[config.mk]
export PLATFORM = sky130hd
export DESIGN_NAME = intersection_phase_scheduler
export DESIGN_NICKNAME = d
export VERILOG_FILES = /design/src/rtl/intersection_phase_scheduler.sv
export SDC_FILE = /design/constraint.sdc
export NUM_CORES = 1
export LEC_CHECK = 0
export CELL_PAD_IN_SITES_DETAIL_PLACEMENT = 1
export CELL_PAD_IN_SITES_GLOBAL_PLACEMENT = 2
export CORE_UTILIZATION = 37
export CTS_CLUSTER_SIZE = 30
export DETAILED_ROUTE_END_ITERATION = 10
export DONT_BUFFER_PORTS = 1
export MAX_ROUTING_LAYER = met4
export PLACE_DENSITY = 0.85
export REMOVE_ABC_BUFFERS = 1
export SETUP_SLACK_MARGIN = 0.1
export SLEW_MARGIN = 20
export SYNTH_ARGS = -nofsm -noshare
export SYNTH_HDL_FRONTEND = slang
export SYNTH_SLANG_ARGS = --single-unit
[constraint.sdc]
create_clock -name clk -period 3 [get_ports clk]
set_clock_uncertainty 0.2 [all_clocks]
set_input_delay 0.45 -clock clk [delete_from_list [all_inputs] [get_ports clk]]
set_output_delay 0.45 -clock clk [all_outputs]
set_load 0.02 [all_outputs]
[src/rtl/intersection_phase_scheduler.sv]
// Two-way intersection phase scheduler: NS/EW greens with yellow and all-red
// clearance, demand-actuated green extension and rest-on-green.
// Optional pedestrian walk support is compiled in with `define PED_WALK_EN.
// Without it the ped_* inputs are ignored and walk_* are tied low.
module intersection_phase_scheduler #(
   parameter int unsigned GREEN_MIN = 5,
   parameter int unsigned GREEN_MAX = 12,
   parameter int unsigned YELLOW_T  = 2,
   parameter int unsigned ALLRED_T  = 1,
   parameter int unsigned WALK_T    = 4
) (
   input  logic       clk,
   input  logic       rst,
   input  logic       tick,
   input  logic       car_ns,
   input  logic       car_ew,
   input  logic       ped_ns,
   input  logic       ped_ew,
   output logic [2:0] NS_light,
   output logic [2:0] EW_light,
   output logic       walk_ns,
   output logic       walk_ew,
   output logic [2:0] phase
);

   // Elaboration-time parameter sanity checks.
   if (GREEN_MIN < 1 || GREEN_MIN > 31 || GREEN_MAX < 1 || GREEN_MAX > 31 ||
       YELLOW_T < 1 || YELLOW_T > 31 || ALLRED_T < 1 || ALLRED_T > 31 ||
       WALK_T < 1 || WALK_T > 31) begin : g_bad_range
      $error("intersection_phase_scheduler: durations must be 1..31");
   end
   if (WALK_T > GREEN_MIN || GREEN_MIN > GREEN_MAX) begin : g_bad_order
      $error("intersection_phase_scheduler: need WALK_T <= GREEN_MIN <= GREEN_MAX");
   end

   localparam logic [2:0] LightRed    = 3'b100;
   localparam logic [2:0] LightYellow = 3'b010;
   localparam logic [2:0] LightGreen  = 3'b001;

   localparam logic [4:0] GreenMin   = 5'(GREEN_MIN);
   localparam logic [4:0] GreenMax   = 5'(GREEN_MAX);
   localparam logic [4:0] YellowLast = 5'(YELLOW_T - 1);
   localparam logic [4:0] AllRedLast = 5'(ALLRED_T - 1);

   // Encodings double as the externally visible phase code.
   typedef enum logic [2:0] {
      StArNs = 3'd0,
      StNsG  = 3'd1,
      StNsY  = 3'd2,
      StArEw = 3'd3,
      StEwG  = 3'd4,
      StEwY  = 3'd5
   } state_e;

   state_e     state_q, state_d;
   logic [4:0] elapsed_q, elapsed_d;
   logic [4:0] elapsed_inc;
   logic       released_q;
   logic       tick_ok;
   logic       pend_ns_q, pend_ns_d;
   logic       pend_ew_q, pend_ew_d;
   logic       set_ns, set_ew;
   logic       enter_ns_g, enter_ew_g;
   logic [2:0] ns_light_c, ew_light_c;

   // The first edge after reset release ignores tick.
   assign tick_ok = tick & released_q;

   // Saturating increment of the elapsed-tick counter.
   assign elapsed_inc = (elapsed_q == 5'd31) ? 5'd31 : elapsed_q + 5'd1;

   // Next-state decode: timed exits and the demand-driven green exit.
   always_comb begin
      state_d = state_q;
      case (state_q)
         StArNs: if (tick_ok && elapsed_q == AllRedLast) state_d = StNsG;
         StNsG: begin
            if (tick_ok && pend_ew_q &&
                ((elapsed_inc >= GreenMin && !car_ns) || elapsed_inc >= GreenMax)) begin
               state_d = StNsY;
            end
         end
         StNsY:  if (tick_ok && elapsed_q == YellowLast) state_d = StArEw;
         StArEw: if (tick_ok && elapsed_q == AllRedLast) state_d = StEwG;
         StEwG: begin
            if (tick_ok && pend_ns_q &&
                ((elapsed_inc >= GreenMin && !car_ew) || elapsed_inc >= GreenMax)) begin
               state_d = StEwY;
            end
         end
         StEwY:  if (tick_ok && elapsed_q == YellowLast) state_d = StArNs;
         default: state_d = StArNs;
      endcase
   end

   // Elapsed counter restarts on every state entry, otherwise counts ticks.
   always_comb begin
      elapsed_d = elapsed_q;
      if (state_d != state_q) begin
         elapsed_d = 5'd0;
      end else if (tick_ok) begin
         elapsed_d = elapsed_inc;
      end
   end

   assign enter_ns_g = (state_d == StNsG) && (state_q != StNsG);
   assign enter_ew_g = (state_d == StEwG) && (state_q != StEwG);

`ifdef PED_WALK_EN
   assign set_ns = car_ns | ped_ns;
   assign set_ew = car_ew | ped_ew;
`else
   logic unused_ped;
   assign unused_ped = ped_ns ^ ped_ew;
   assign set_ns     = car_ns;
   assign set_ew     = car_ew;
`endif

   // Request latches clear on entry to their own green; a same-edge set wins.
   always_comb begin
      pend_ns_d = set_ns | (pend_ns_q & ~enter_ns_g);
      pend_ew_d = set_ew | (pend_ew_q & ~enter_ew_g);
   end

   // FSM, counter and request-latch state.
   always_ff @(posedge clk or negedge rst) begin
      if (!rst) begin
         state_q    <= StArNs;
         elapsed_q  <= 5'd0;
         released_q <= 1'b0;
         pend_ns_q  <= 1'b0;
         pend_ew_q  <= 1'b0;
      end else begin
         state_q    <= state_d;
         elapsed_q  <= elapsed_d;
         released_q <= 1'b1;
         pend_ns_q  <= pend_ns_d;
         pend_ew_q  <= pend_ew_d;
      end
   end

   // Light decode from the current state; only one direction may leave red.
   always_comb begin
      ns_light_c = LightRed;
      ew_light_c = LightRed;
      case (state_q)
         StNsG:   ns_light_c = LightGreen;
         StNsY:   ns_light_c = LightYellow;
         StEwG:   ew_light_c = LightGreen;
         StEwY:   ew_light_c = LightYellow;
         default: ;
      endcase
   end

   // Registered lights and phase, one clock behind the state register.
   always_ff @(posedge clk or negedge rst) begin
      if (!rst) begin
         NS_light <= LightRed;
         EW_light <= LightRed;
         phase    <= 3'd0;
      end else begin
         NS_light <= ns_light_c;
         EW_light <= ew_light_c;
         phase    <= state_q;
      end
   end

`ifdef PED_WALK_EN
   logic pwalk_ns_q, pwalk_ns_d;
   logic pwalk_ew_q, pwalk_ew_d;
   logic walk_en_ns_q, walk_en_ns_d;
   logic walk_en_ew_q, walk_en_ew_d;
   logic walk_ns_c, walk_ew_c;

   // Walk requests latch like vehicle requests; the grant is sampled at green entry.
   always_comb begin
      pwalk_ns_d   = ped_ns | (pwalk_ns_q & ~enter_ns_g);
      pwalk_ew_d   = ped_ew | (pwalk_ew_q & ~enter_ew_g);
      walk_en_ns_d = enter_ns_g ? pwalk_ns_q : walk_en_ns_q;
      walk_en_ew_d = enter_ew_g ? pwalk_ew_q : walk_en_ew_q;
      walk_ns_c    = (state_q == StNsG) && walk_en_ns_q && (elapsed_q < 5'(WALK_T));
      walk_ew_c    = (state_q == StEwG) && walk_en_ew_q && (elapsed_q < 5'(WALK_T));
   end

   // Pedestrian latches and registered walk outputs.
   always_ff @(posedge clk or negedge rst) begin
      if (!rst) begin
         pwalk_ns_q   <= 1'b0;
         pwalk_ew_q   <= 1'b0;
         walk_en_ns_q <= 1'b0;
         walk_en_ew_q <= 1'b0;
         walk_ns      <= 1'b0;
         walk_ew      <= 1'b0;
      end else begin
         pwalk_ns_q   <= pwalk_ns_d;
         pwalk_ew_q   <= pwalk_ew_d;
         walk_en_ns_q <= walk_en_ns_d;
         walk_en_ew_q <= walk_en_ew_d;
         walk_ns      <= walk_ns_c;
         walk_ew      <= walk_ew_c;
      end
   end
`else
   assign walk_ns = 1'b0;
   assign walk_ew = 1'b0;
`endif

   // Conflicting greens/yellows must never be displayed.
   a_one_dir_non_red : assert property (@(posedge clk) disable iff (!rst)
      (NS_light == LightRed) || (EW_light == LightRed));

   a_walk_exclusive : assert property (@(posedge clk) disable iff (!rst)
      !(walk_ns && walk_ew));

endmodule

**Yosys cells after proc, flatten, opt, wreduce, memory -nomap -nowiden**

Index checks and enable logic that the tools add are counted.

- Logic and storage cells: 59
- Register bits: 20

- $lt $le $gt $ge: 2
- Bitwise operators: 7
- Add/sub/neg operators: 1
- Equal/unequal tests: 12
- Reductions and logical operators: 17
- Mux-type cells: 12

Operators with widths:

| operator | number |
|---|---|
| 3-bit 2-to-1 mux | 6 |
| 3-bit case mux with 6 select lines | 1 |
| 5-bit 2-to-1 mux | 3 |
| 3-bit case mux with 2 select lines | 2 |
| 1-bit logical AND | 10 |
| 3-bit == test, second input constant | 3 |
| 3-bit by 1-bit == test with 1-bit output, second input constant | 2 |
| 3-bit by 2-bit == test with 1-bit output, second input constant | 2 |
| 5-bit by 1-bit adder with 5-bit output, second input constant | 1 |
| 5-bit by 1-bit == test with 1-bit output, second input constant | 1 |
| 5-bit == test, second input constant | 1 |
| 5-bit by 3-bit greater-or-equal comparator with 1-bit output, second input constant | 1 |
| 5-bit by 4-bit greater-or-equal comparator with 1-bit output, second input constant | 1 |
| 5-bit zero test | 1 |
| 1-bit bitwise AND | 3 |
| 3-bit zero test | 1 |
| 3-bit by 1-bit inequality test with 1-bit output, second input constant | 1 |
| 3-bit inequality test | 1 |
| 3-bit inequality test, second input constant | 1 |
| 1-bit zero test | 2 |
| 1-bit logical OR | 2 |
| 1-bit NOT | 2 |
| 1-bit OR | 2 |
| 2-bit nonzero test | 1 |

**Depth between registers and ports, before layout**

Gate-level depths: netlist of the first run.

- Depth in word-level cells: 13
- Gate-level depth with buffers: 9
- Mapped depth without buffers: 8

**Least setup slack after synthesis of the first run**

OpenSTA, ideal clock, no wires.

- Kind: register to register
- From: register elapsed_q[0]
- To: register state_q[0]
- Period minus slack after synthesis: 2.146 ns
- Buffers on the path: 1
- Stages on the path, launching flop included: 9
- Setup time: 0.126 ns
- Path slack: 0.854 ns
- Arrival time: 1.820 ns
- Path through: dfrtp_1 > buf_2 > inv_1 > ha_1 > nand2b_1 > a2111oi_2 > a211o_1 > o21ai_1 > a221o_1

- Word-level cells in the longest chain between the ends: 8
- Elaborated cells between the ends (all ways): 22
- Classes of those cells: 1 x add/sub; 2 x order compare; 2 x eq/ne; 8 x mux; 9 x reduce/logical

Ends and longest elaborated chain:

| item | line | RTL |
|---|---|---|
| start: declaration | 56 | `logic [4:0] elapsed_q, elapsed_d;` |
| start signal: assignment | 135 | `elapsed_q <= elapsed_d;` |
| 5-bit by 1-bit adder with 5-bit output or 5-bit == test (tied branches) | 70 | `assign elapsed_inc = (elapsed_q == 5'd31) ? 5'd31 : elapsed_q + 5'd1;` |
| 5-bit 2-to-1 mux | 70 |  |
| 5-bit by 3-bit greater-or-equal comparator with 1-bit output | 79, 87 |  |
| 1-bit logical AND, on equally long branches | 87, 79 |  |
| 1-bit logical OR, on equally long branches | 87, 79 |  |
| 1-bit logical AND, on equally long branches | 86, 78 |  |
| 3-bit 2-to-1 mux, on equally long branches | 86, 78 |  |
| 3-bit case mux with 6 select lines (*) | 75 | `case (state_q)` |
| net state_d[0] | 55 | `state_e state_q, state_d;` |
| end signal: assignment | 128 | `state_q <= StArNs;` |
| end signal: assignment | 134 | `state_q <= state_d;` |
| end: declaration | 55 |  |

Mark *: on every way through the listed nets, which the timed path passes. The rest lies on a longest branch.
A chain may end at the register's enable or synchronous reset.

**Worst setup path in the final report of the first run**

- From: register elapsed_q[0]
- To: register elapsed_q[3]

- Word-level cells in the longest chain between the ends: 10
- Elaborated cells between the ends (all ways): 26
- Classes of those cells: 1 x add/sub; 2 x order compare; 3 x eq/ne; 10 x mux; 10 x reduce/logical

Ends and longest elaborated chain:

| item | line | RTL |
|---|---|---|
| 5-bit by 1-bit adder with 5-bit output or 5-bit == test (tied branches) | 70 |  |
| 5-bit 2-to-1 mux | 70 |  |
| 5-bit by 3-bit greater-or-equal comparator with 1-bit output | 79, 87 |  |
| 1-bit logical AND, on equally long branches | 87, 79 |  |
| 1-bit logical OR, on equally long branches | 87, 79 |  |
| 1-bit logical AND, on equally long branches | 86, 78 |  |
| 3-bit 2-to-1 mux, on equally long branches | 86, 78 |  |
| 3-bit case mux with 6 select lines | 75 |  |
| 3-bit inequality test | 99 | `if (state_d != state_q) begin` |
| 5-bit 2-to-1 mux or 2-bit nonzero test (tied branches) | - |  |

Several ways; a longest one is shown, not always the timed one. The select of a mux whose other input is x is not followed.

==> flow_summary.json, run 1 <==
{
  "ctsRootBufferMaster": "sky130_fd_sc_hd__clkbuf_4",
  "drtIter0Drc": 9,
  "core.rowCount": 19,
  "worst_path_largest_cell_delay_ns": 0.58,
  "grt_max_degree": 21,
  "highest_count_cells_in_the_layout_ignoring_fill_and_taps": "sky130_fd_sc_hd__dfrtp_1, sky130_fd_sc_hd__nand2_1, sky130_fd_sc_hd__a21oi_1",
  "ioPinCount": 18,
  "numPortBuffers": 0,
  "route.vias.total": 777,
  "worstReg2RegEnd": "elapsed_q[3]",
  "endpoint_kind": "flop",
  "total_switching_power_mw": 0.4542,
  "finished_cell_area_um2": 1120,
  "hpwl_mm": 1.596,
  "synthesis.yosys.warnings": 0,
  "clock_tree.buffer_depth": 2,
  "holdBufCountCts": 1,
  "netlist-cell-type-count": 38,
  "gp_routability_congestion": 0.8578,
  "min_delay_path_depth": 1,
  "critPathRequiredTime_ns": 2.99,
  "cts-resized-gates": 0,
  "firstDrtPassIters": 3,
  "syn_inst": 113,
  "dpl_worst_slack_ns": 0.5684,
  "h-tree-depth": 1,
  "clock.fmax_mhz": 407.4,
  "grt_setup_unrepaired": "no",
  "synth.yosys.seq_area_share": 0.4713,
  "critical_path.startpoint_type": "flop",
  "regToRegSetupSlack_ns": 0.55,
  "timing.hold.ws_ns": 0.02201,
  "synth-seq-cells": 20,
  "timing.critical_path.fanout_max": 11,
  "reg2regPathDepth": 8,
  "path_cells": "inv_1 -> ha_1 -> nand2b_1 -> a2111oi_2 -> a211o_1 -> o21ai_1 -> o21ai_2 -> a21oi_1",
  "layout_nets": 121,
  "via_per_inst": 5.511,
  "crit_type": "flop to flop",
  "placed_cells_incl_taps": 136,
  "cts_setup_buffers": 0,
  "dieWidth_um": 55.71,
  "number_of_antenna_violations_at_the_first_check_in_global_routing": 0,
  "timing.rr.start": "elapsed_q[0]",
  "tritoncts_num_sinks": 20,
  "die_area_um2": 3103,
  "diodes": 0,
  "setup-violations-final": 0,
  "clk_transition_reported_paths_ns": 0.12,
  "tritoncts": "built",
  "pwr-share-clk": 0.206,
  "hold_end": "pend_ns_q",
  "cell_internal_pwr_mw": 0.6344,
  "count_of_antenna_violating_nets_left_after_detailed_routing": 0,
  "cap_violations": 0,
  "run_status": "complete, no violations",
  "postRouteWirelength_mm": 2.197,
  "hp-class": "input pin to flop",
  "minimum_clock_period_ns": 2.455,
  "min_period_over_period": 0.8182,
  "worst_min_delay_path_startpoint": "car_ns",
  "vdd_ir_drop_max_mv": 0.5334,
  "netSwitchingFraction": 0.4172,
  "timing.final.max_slew_violations": 0,
  "cellPowerDensity_nw_per_um2": 972.1,
  "starting_utilization_of_the_core_area": 0.3904,
  "tightest_slew_ns": 0.8548,
  "post_dr_wirelength_cell_um": 15.58,
  "final.setup.tns_ns": 0,
  "power.share.sequential": 0.468,
  "static-leakage-power_nw": 0.5035,
  "comb_power_share": 0.326,
  "clkLatencyLatePin_ns": 0.31,
  "critical_path.slowest_cell": "sky130_fd_sc_hd__dfrtp_1",
  "flow.area_growth_from_synthesis_pct": 4.923,
  "final_critical_path_setup_slack_ns": 0.5453,
  "overflow_after_grt": 0,
  "finalHoldViolCount": 0,
  "slew-limit-headroom": 0.4282,
  "netlist_area_um2": 1067,
  "fin_cells": 141,
  "core_area_um2": 2734,
  "via_count_of_the_first_global_routing_pass": 785,
  "commonest_non_fill_non_tap_cell_in_the_layout": "sky130_fd_sc_hd__dfrtp_1",
  "worstPathArrival_ns": 2.45,
  "drc": 0,
  "placed_cell_area_um2": 1057,
  "numCtsBuffers": 3,
  "syn-mean-instance-area_um2": 9.445,
  "grt_first_pass_wirelength_mm": 3.912,
  "grt_use_total": 0.1668,
  "fraction_of_final_layout_cells_with_drive_strength_greater_than_1": 0.1091,
  "die_height_um": 55.71
}
[cells in the mapped netlist]
cell type                   number  area (um^2)
sky130_fd_sc_hd__a31oi_1         1        6.260
sky130_fd_sc_hd__a41oi_1         1        8.760
sky130_fd_sc_hd__nand4_1         2        12.51
sky130_fd_sc_hd__o21a_1          1        7.510
sky130_fd_sc_hd__clkbuf_1        2        7.510
sky130_fd_sc_hd__conb_1          2        7.510
sky130_fd_sc_hd__nor3_1          3        15.01
sky130_fd_sc_hd__nor4bb_1        1        10.01
sky130_fd_sc_hd__a211o_1         1        8.760
sky130_fd_sc_hd__o41ai_1         1        8.760
sky130_fd_sc_hd__o22a_1          1        8.760
sky130_fd_sc_hd__o211a_1         1        10.01
sky130_fd_sc_hd__a21boi_0        1        7.510
sky130_fd_sc_hd__nor2_1          7        26.28
sky130_fd_sc_hd__buf_4           4        30.03
sky130_fd_sc_hd__o21bai_1        1        7.510
sky130_fd_sc_hd__and2_1          2        12.51
sky130_fd_sc_hd__a21o_1          2        15.01
sky130_fd_sc_hd__a21oi_1        10        50.05
sky130_fd_sc_hd__dfstp_2         2        52.55
sky130_fd_sc_hd__o211ai_2        1        12.51
sky130_fd_sc_hd__nand2b_1        2        12.51
sky130_fd_sc_hd__inv_1           8        30.03
sky130_fd_sc_hd__nand3_1         5        25.02
sky130_fd_sc_hd__a31o_2          3        26.28
sky130_fd_sc_hd__nand2_1        10        37.54
sky130_fd_sc_hd__buf_2           3        15.01
sky130_fd_sc_hd__a221o_1         1        10.01
sky130_fd_sc_hd__mux2i_1         2        20.02
sky130_fd_sc_hd__a2111oi_2       1        15.01
sky130_fd_sc_hd__o21ai_0         3        15.01
sky130_fd_sc_hd__o31ai_1         1        7.510
sky130_fd_sc_hd__dfrtp_1        18        450.4
sky130_fd_sc_hd__ha_1            3        37.54
sky130_fd_sc_hd__o21ai_1         2        10.01
sky130_fd_sc_hd__o21ai_2         1        8.760
sky130_fd_sc_hd__and3_1          2        12.51
sky130_fd_sc_hd__xor2_1          1        8.760
[power by group through the flow]
stage	sequential, mW	clock [mW]	combinational [mW]
2_1_floorplan	0.487	0	0.284
3_3_place_gp	0.515	0	0.335
3_5_place_dp	0.516	0	0.346
4_1_cts	0.509	0.232	0.357
5_1_grt	0.525	0.242	0.408
6_report	0.510	0.224	0.354
[kinds of logic (layout without fill, tap and decap cells)]
group           after synthesis  count (layout)  share of synthesized area
compound gates               34              34                     0.2286
buf+inv                      17              13                    0.07737
fa+ha+maj                     3               3                    0.03517
mux                           2               2                    0.01876
flops                        20              20                     0.4713
simple gates                 34              34                     0.1536
other cells                   2               3                   0.007037
xor+xnor                      1               1                   0.008208
[area by class of cell]
type                            instances  area [um^2]
Fill cell                             315         1614
Sequential cell                        20        503.0
Multi-Input combinational cell         77        485.5
Tap cell                               31        38.79
Clock inverter                          1        30.03
Inverter                                8        30.03
Clock buffer                            3        22.52
Timing Repair Buffer                    1        10.01
[how the worst max path moves through the flow]
stage	startpoint	to
6_report	elapsed_q[0]	elapsed_q[3]
5_1_grt	elapsed_q[0]	elapsed_q[3]
4_1_cts	elapsed_q[0]	elapsed_q[3]
3_5_place_dp	elapsed_q[0]	elapsed_q[3]
3_3_place_gp	elapsed_q[0]	elapsed_q[4]
2_1_floorplan	elapsed_q[0]	state_q[0]
[metrics by stage]
| stage | power [mW] | util |
|---|---|---|
| global placement | 0.8501 | 0.3867 |
| floorplan | 0.7704 | - |
| detailed placement | 0.8613 | 0.3867 |
| finish | 1.089 | 0.4096 |
| CTS | 1.098 | 0.4096 |
| global route | 1.175 | 0.4096 |
[worst max-delay path: cells and delay by family (launching register included)]
family,cells,cell delay (ns)
AO/OA/AOI/OAI,5,1.04
adder cells (fa/ha/maj),1,0.34
buffers and inverters,1,0.10
AND/OR/NAND/NOR,1,0.08
flip-flops,1,0.58
[sequential cells by signal (all words and copies together), names as in the netlist]
signal and cells:
state_q 3, pend_ns_q 1, NS_light 3, EW_light 3
released_q 1, pend_ew_q 1, phase 3, elapsed_q 5
[layer usage]
layer / share of wire / up-vias / GRT usage
met5: 0 / - / -
met4: 0.015 / 0 / 0.08571
met3: 0.031 / 4 / 0.02791
met2: 0.50 / 14 / 0.2599
met1: 0.45 / 377 / 0.2089
li1: - / 382 / -
(Power assumes the default switching activity.)
==> run 2, diff against run 1 <==
- CORE_UTILIZATION: 37 -> 34
- PLACE_DENSITY: 0.85 -> 0.83
- clock period: 3 -> 2.2 ns (I/O delays scaled with it)
==> flow_summary.json, run 2 (same netlist as run 1, synthesis figures left out) <==
{
  "finalHoldViolCount": 0,
  "final_critical_path_setup_slack_ns": 0.02217,
  "worstPathArrival_ns": 2.17,
  "fraction_of_final_layout_cells_with_drive_strength_greater_than_1": 0.3413,
  "clock_tree.buffer_depth": 2,
  "min_delay_path_depth": 3,
  "pwr-share-clk": 0.114,
  "timing.rr.start": "elapsed_q[1]",
  "hold_end": "state_q[0]",
  "largest_register_ffs": 5,
  "core_area_um2": 2853,
  "drc": 2,
  "grt_max_degree": 21,
  "die_height_um": 58.03,
  "top_layer": "met4",
  "netSwitchingFraction": 0.4298,
  "count_of_antenna_violating_nets_left_after_detailed_routing": 0,
  "failed_checks": "DRC",
  "top_register": "elapsed_q",
  "clk_transition_reported_paths_ns": 0.10,
  "run_status": "finished, violations left",
  "slew-limit-headroom": 0.4397,
  "cellPowerDensity_nw_per_um2": 1312,
  "hpwl_mm": 1.717,
  "path_cells": "inv_2 -> ha_4 -> nand2b_4 -> a2111oi_4 -> a211o_1 -> o211ai_2 -> o41ai_2 -> a221o_1",
  "flow.area_growth_from_synthesis_pct": 26.73,
  "min_period_over_period": 0.9899,
  "diodes": 0,
  "number_of_antenna_violations_at_the_first_check_in_global_routing": 0,
  "regToRegSetupSlack_ns": 0.02,
  "endpoint_kind": "flop",
  "dieWidth_um": 58.03,
  "crit_type": "flop to flop",
  "h-tree-depth": 1,
  "numPortBuffers": 0,
  "minimum_clock_period_ns": 2.178,
  "timing.final.max_slew_violations": 0,
  "critical_path.n_buffers_inverters": 1,
  "clkLatencyLatePin_ns": 0.29,
  "critical_path.startpoint_type": "flop",
  "drtIter0Drc": 27,
  "route.vias.total": 858,
  "met2RoutedLength_mm": 1.297,
  "numCtsBuffers": 3,
  "critical-path-top-delay-family": "compound AO/OA/AOI/OAI gates",
  "starting_utilization_of_the_core_area": 0.3741,
  "clock.fmax_mhz": 459.2,
  "cap_violations": 0,
  "final.setup.tns_ns": 0,
  "detailroute.wirelength.met3_um": 77,
  "grt_use_total": 0.1732,
  "vdd_ir_drop_max_mv": 0.4451,
  "tritoncts_num_sinks": 20,
  "setup-violations-final": 0,
  "highest_count_cells_in_the_layout_ignoring_fill_and_taps": "sky130_fd_sc_hd__dfrtp_1, sky130_fd_sc_hd__buf_4, sky130_fd_sc_hd__nand2_1",
  "timing.critical_path.fanout_max": 3,
  "grt_first_pass_wirelength_mm": 4.278,
  "critPathRequiredTime_ns": 2.19,
  "hp-class": "input pin to flop",
  "worst_min_delay_path_startpoint": "car_ns",
  "worst_path_largest_cell_delay_ns": 0.45,
  "die_area_um2": 3367,
  "postRouteWirelength_mm": 2.567,
  "tritoncts": "built",
  "dpl_worst_slack_ns": -0.1512,
  "firstDrtPassIters": 7,
  "layout_nets": 137,
  "post_dr_wirelength_cell_um": 16.35,
  "power.share.sequential": 0.382,
  "worstReg2RegEnd": "state_q[0]",
  "total_switching_power_mw": 0.7626,
  "via_count_of_the_first_global_routing_pass": 866,
  "ctsRootBufferMaster": "sky130_fd_sc_hd__clkbuf_4",
  "overflow_after_grt": 0,
  "tightest_slew_ns": 0.8377,
  "cell_internal_pwr_mw": 1.012,
  "via_per_inst": 5.465,
  "static-leakage-power_nw": 0.5911,
  "total_power_mw": 1.774,
  "drt-met1-wl_mm": 1.173,
  "comb_power_share": 0.504,
  "grt_setup_unrepaired": "yes",
  "commonest_non_fill_non_tap_cell_in_the_layout": "sky130_fd_sc_hd__dfrtp_1",
  "utilization": 0.4741,
  "reg2regPathDepth": 8,
  "core.rowCount": 19,
  "ioPinCount": 18,
  "critical_path.slowest_cell": "sky130_fd_sc_hd__dfrtp_2",
  "gp_routability_congestion": 0.7878
}
## run 2: cell count changes in the layout (fill, tap and decap cells not counted), sizes merged
cell,before,now
dlygate4sd3,1,3
buf,0,14
clkbuf,3,4
bufinv,1,0
## run 2: how the worst max path moves through the flow
| stage | start | end | slack, ns | cells past startpoint |
|---|---|---|---|---|
| after floorplan | elapsed_q[0] | state_q[0] | 0.08 | 7 |
| after global placement | elapsed_q[0] | elapsed_q[4] | -0.07 | 8 |
| after detailed placement | elapsed_q[0] | elapsed_q[1] | -0.15 | 8 |
| after CTS | elapsed_q[1] | state_q[0] | 0.05 | 8 |
| after global routing | elapsed_q[1] | state_q[0] | -0.06 | 8 |
| final | elapsed_q[1] | state_q[0] | 0.02 | 8 |
## run 2: routing by layer
metal	vias to the layer above	global-route usage
met1	421	0.2239
met4	0	0.02041
met5	-	-
li1	417	-
met2	18	0.2791
met3	2	0.04911
## run 2: metrics by stage
| step | area [um^2] | hold slack (ns) | cells |
|---|---|---|---|
| after floorplan | 1018 | -0.1656 | 105 |
| after CTS | 1285 | 0.1335 | 155 |
| after global placement | 1125 | -0.1652 | 145 |
| after detailed placement | 1125 | -0.1652 | 145 |
| after global routing | 1353 | 0.1957 | 157 |
| final | 1353 | 0.1835 | 157 |
## run 2: final cells by class
cell class                      instances  area (um^2)
Clock buffer                            4        36.28
Fill cell                             319         1500
Inverter                                8        30.03
Multi-Input combinational cell         77        598.1
Sequential cell                        20        506.7
Tap cell                               31        38.79
Timing Repair Buffer                   17        142.6
## run 2: what timing repair did
action	4_1_cts	5_1_grt
setup endpoints to repair	7	7
hold buffers	3	0
pin swaps	9	5
endpoints found under the hold margin	22	0
resized for setup	14	12
gates cloned	0	0
setup buffers	3	2
## run 2: power groups by stage
stage | Clock [mW] | Sequential (mW) | Combinational (mW)
after floorplan | 0 | 0.664 | 0.387
after global placement | 0 | 0.657 | 0.602
after detailed placement | 0 | 0.662 | 0.619
after CTS | 0.212 | 0.660 | 0.785
after global routing | 0.226 | 0.694 | 0.979
final | 0.202 | 0.678 | 0.894
## run 2: worst min-delay path: cells and delay by family
kind | cells | cell delay (ns)
AOI/OAI and AO/OA | 3 | 0.31
==> run 3, diff against run 2 <==
- CORE_UTILIZATION: 34 -> 36
- CTS_BUF_LIST: default -> sky130_fd_sc_hd__clkbuf_4 sky130_fd_sc_hd__clkbuf_8
- PLACE_DENSITY: 0.83 -> 0.87
==> flow_summary.json, run 3 (same netlist as run 1, synthesis figures left out) <==
{
  "run_status": "complete, no violations",
  "grt_use_total": 0.1912,
  "static-leakage-power_nw": 0.5862,
  "route.vias.total": 865,
  "starting_utilization_of_the_core_area": 0.3837,
  "endpoint_kind": "flop",
  "utilization": 0.4755,
  "postRouteWirelength_mm": 2.551,
  "cap_violations": 0,
  "worstPathArrival_ns": 2.18,
  "die_height_um": 56.45,
  "clkLatencyLatePin_ns": 0.29,
  "ioPinCount": 18,
  "crit_path_frequent_cell": "sky130_fd_sc_hd__o21ai_4",
  "drtIter0Drc": 5,
  "tritoncts": "built",
  "seqCellArea_um2": 503.0,
  "commonest_non_fill_non_tap_cell_in_the_layout": "sky130_fd_sc_hd__dfrtp_1",
  "worstReg2RegEnd": "elapsed_q[2]",
  "core_area_um2": 2781,
  "hpwl_mm": 1.774,
  "path_cells": "inv_2 -> ha_4 -> buf_6 -> o21a_1 -> o22a_1 -> buf_4 -> o21ai_4 -> o21ai_4 -> a21oi_1",
  "critical_path.startpoint_type": "flop",
  "overflow_after_grt": 0,
  "critical_path.n_buffers_inverters": 3,
  "multiInputGateArea_um2": 583.1,
  "highest_count_cells_in_the_layout_ignoring_fill_and_taps": "sky130_fd_sc_hd__dfrtp_1, sky130_fd_sc_hd__buf_4, sky130_fd_sc_hd__nand2_1",
  "setup-violations-final": 0,
  "number_of_antenna_violations_at_the_first_check_in_global_routing": 0,
  "crit_start": "elapsed_q[1]",
  "worst_setup_path_endpoint": "elapsed_q[2]",
  "core.rowCount": 19,
  "minimum_clock_period_ns": 2.163,
  "tightest_slew_ns": 0.8640,
  "drc": 0,
  "regToRegSetupSlack_ns": 0.04,
  "critPathRequiredTime_ns": 2.22,
  "clock.fmax_mhz": 462.3,
  "finalHoldViolCount": 0,
  "via_count_of_the_first_global_routing_pass": 924,
  "gp_routability_congestion": 0.7947,
  "grt_max_degree": 21,
  "numPortBuffers": 0,
  "reg2regPathDepth": 9,
  "dieWidth_um": 56.45,
  "firstDrtPassIters": 4,
  "critical_path.slowest_cell": "sky130_fd_sc_hd__dfrtp_1",
  "post_dr_wirelength_cell_um": 16.35,
  "tritoncts_num_sinks": 20,
  "clk_transition_reported_paths_ns": 0.10,
  "cp.depth": 9,
  "ctsRootBufferMaster": "sky130_fd_sc_hd__clkbuf_4",
  "cellPowerDensity_nw_per_um2": 1314,
  "n_fill_cell": 317,
  "die_area_um2": 3187,
  "timing.final.max_slew_violations": 0,
  "largest_register_ffs": 5,
  "flow.area_growth_from_synthesis_pct": 23.92,
  "h-tree-depth": 1,
  "via_per_inst": 5.545,
  "crit_type": "flop to flop",
  "min_period_over_period": 0.9832,
  "diodes": 0,
  "timing.rr.start": "elapsed_q[1]",
  "vdd_ir_drop_max_mv": 0.6768,
  "timing.critical_path.fanout_max": 5,
  "slew-limit-headroom": 0.4221,
  "grt_first_pass_wirelength_mm": 4.519,
  "top_register": "elapsed_q",
  "final.setup.tns_ns": 0,
  "layout_nets": 136,
  "grt_setup_unrepaired": "yes",
  "hp-class": "input pin to flop",
  "count_of_antenna_violating_nets_left_after_detailed_routing": 0,
  "numCtsBuffers": 3,
  "fraction_of_final_layout_cells_with_drive_strength_greater_than_1": 0.3040,
  "clock_tree.buffer_depth": 2,
  "worst_path_largest_cell_delay_ns": 0.42,
  "timing.hold.ws_ns": 0.1598,
  "critical-path-top-delay-family": "compound AO/OA/AOI/OAI gates"
}
-- run 3: changes by cell type in the layout (fill, tap and decap cells not counted) --
cell and delta:
sky130_fd_sc_hd__o21ai_4 +1, sky130_fd_sc_hd__a21boi_0 +1, sky130_fd_sc_hd__buf_6 -1, sky130_fd_sc_hd__o21ai_2 -2
sky130_fd_sc_hd__dfrtp_1 +3, sky130_fd_sc_hd__dfrtp_2 -3, sky130_fd_sc_hd__nor4bb_4 -1, sky130_fd_sc_hd__a21boi_1 -1
sky130_fd_sc_hd__ha_2 +1, sky130_fd_sc_hd__nor4bb_2 +1, sky130_fd_sc_hd__o21ai_1 +1, sky130_fd_sc_hd__ha_4 -1
-- run 3: worst reg2reg max path, delay by kind of cell, from the launching register on --
family                     cells  cell delay, ns
buffers and inverters          3            0.37
DFF                            1            0.42
AOI/OAI and AO/OA              5            0.89
adders and majority gates      1            0.22
-- run 3: area by class of cell --
cell class / instances / area share
inverters: 8 / 0.02271
multi-input cells: 77 / 0.4409
well taps: 31 / 0.02933
clock buffers: 4 / 0.02744
flip-flops and latches: 20 / 0.3803
repair buffers: 16 / 0.09934
-- run 3: per-stage QoR --
step / power (mW) / instance area [um^2] / cells / setup slack, ns
final: 1.738 / 1323 / 156 / 0.03706
after global routing: 1.867 / 1323 / 156 / -0.1047
after CTS: 1.664 / 1277 / 156 / 0.05066
after detailed placement: 1.294 / 1125 / 145 / -0.08205
after global placement: 1.258 / 1125 / 145 / -0.05391
after floorplan: 1.051 / 1018 / 105 / 0.07787
-- run 3: where the power goes --
group          leakage, nW  switching, mW  internal (mW)
clock               0.0210          0.102          0.101
sequential           0.247          0.176          0.483
combinational        0.318          0.475          0.401
total                0.586          0.753          0.985
-- run 3: per-layer routing --
layer | vias up | global-route usage | wire, um
li1 | 415 | - | -
met4 | 0 | 0.06620 | 78
met2 | 17 | 0.3008 | 1314
met1 | 427 | 0.2361 | 1084
met5 | - | - | 0
met3 | 6 | 0.05300 | 73
-- run 3: worst min-delay path by stage --
stage                start           to  slack (ns)  cells after the start
global placement       rst  EW_light[0]       -0.17                      0
detailed placement     rst    pend_ns_q       -0.17                      0
global route        car_ns   state_q[1]        0.16                      3
CTS                 car_ns   state_q[1]        0.14                      3
floorplan              rst  EW_light[0]       -0.17                      0
finish              car_ns   state_q[1]        0.16                      3
-- run 3: what timing repair did --
item	CTS	global route
setup endpoints to repair	7	7
gates resized for setup	12	7
hold endpoints to repair	22	0
setup buffers	4	0
pin swaps	10	0
hold buffers	3	0
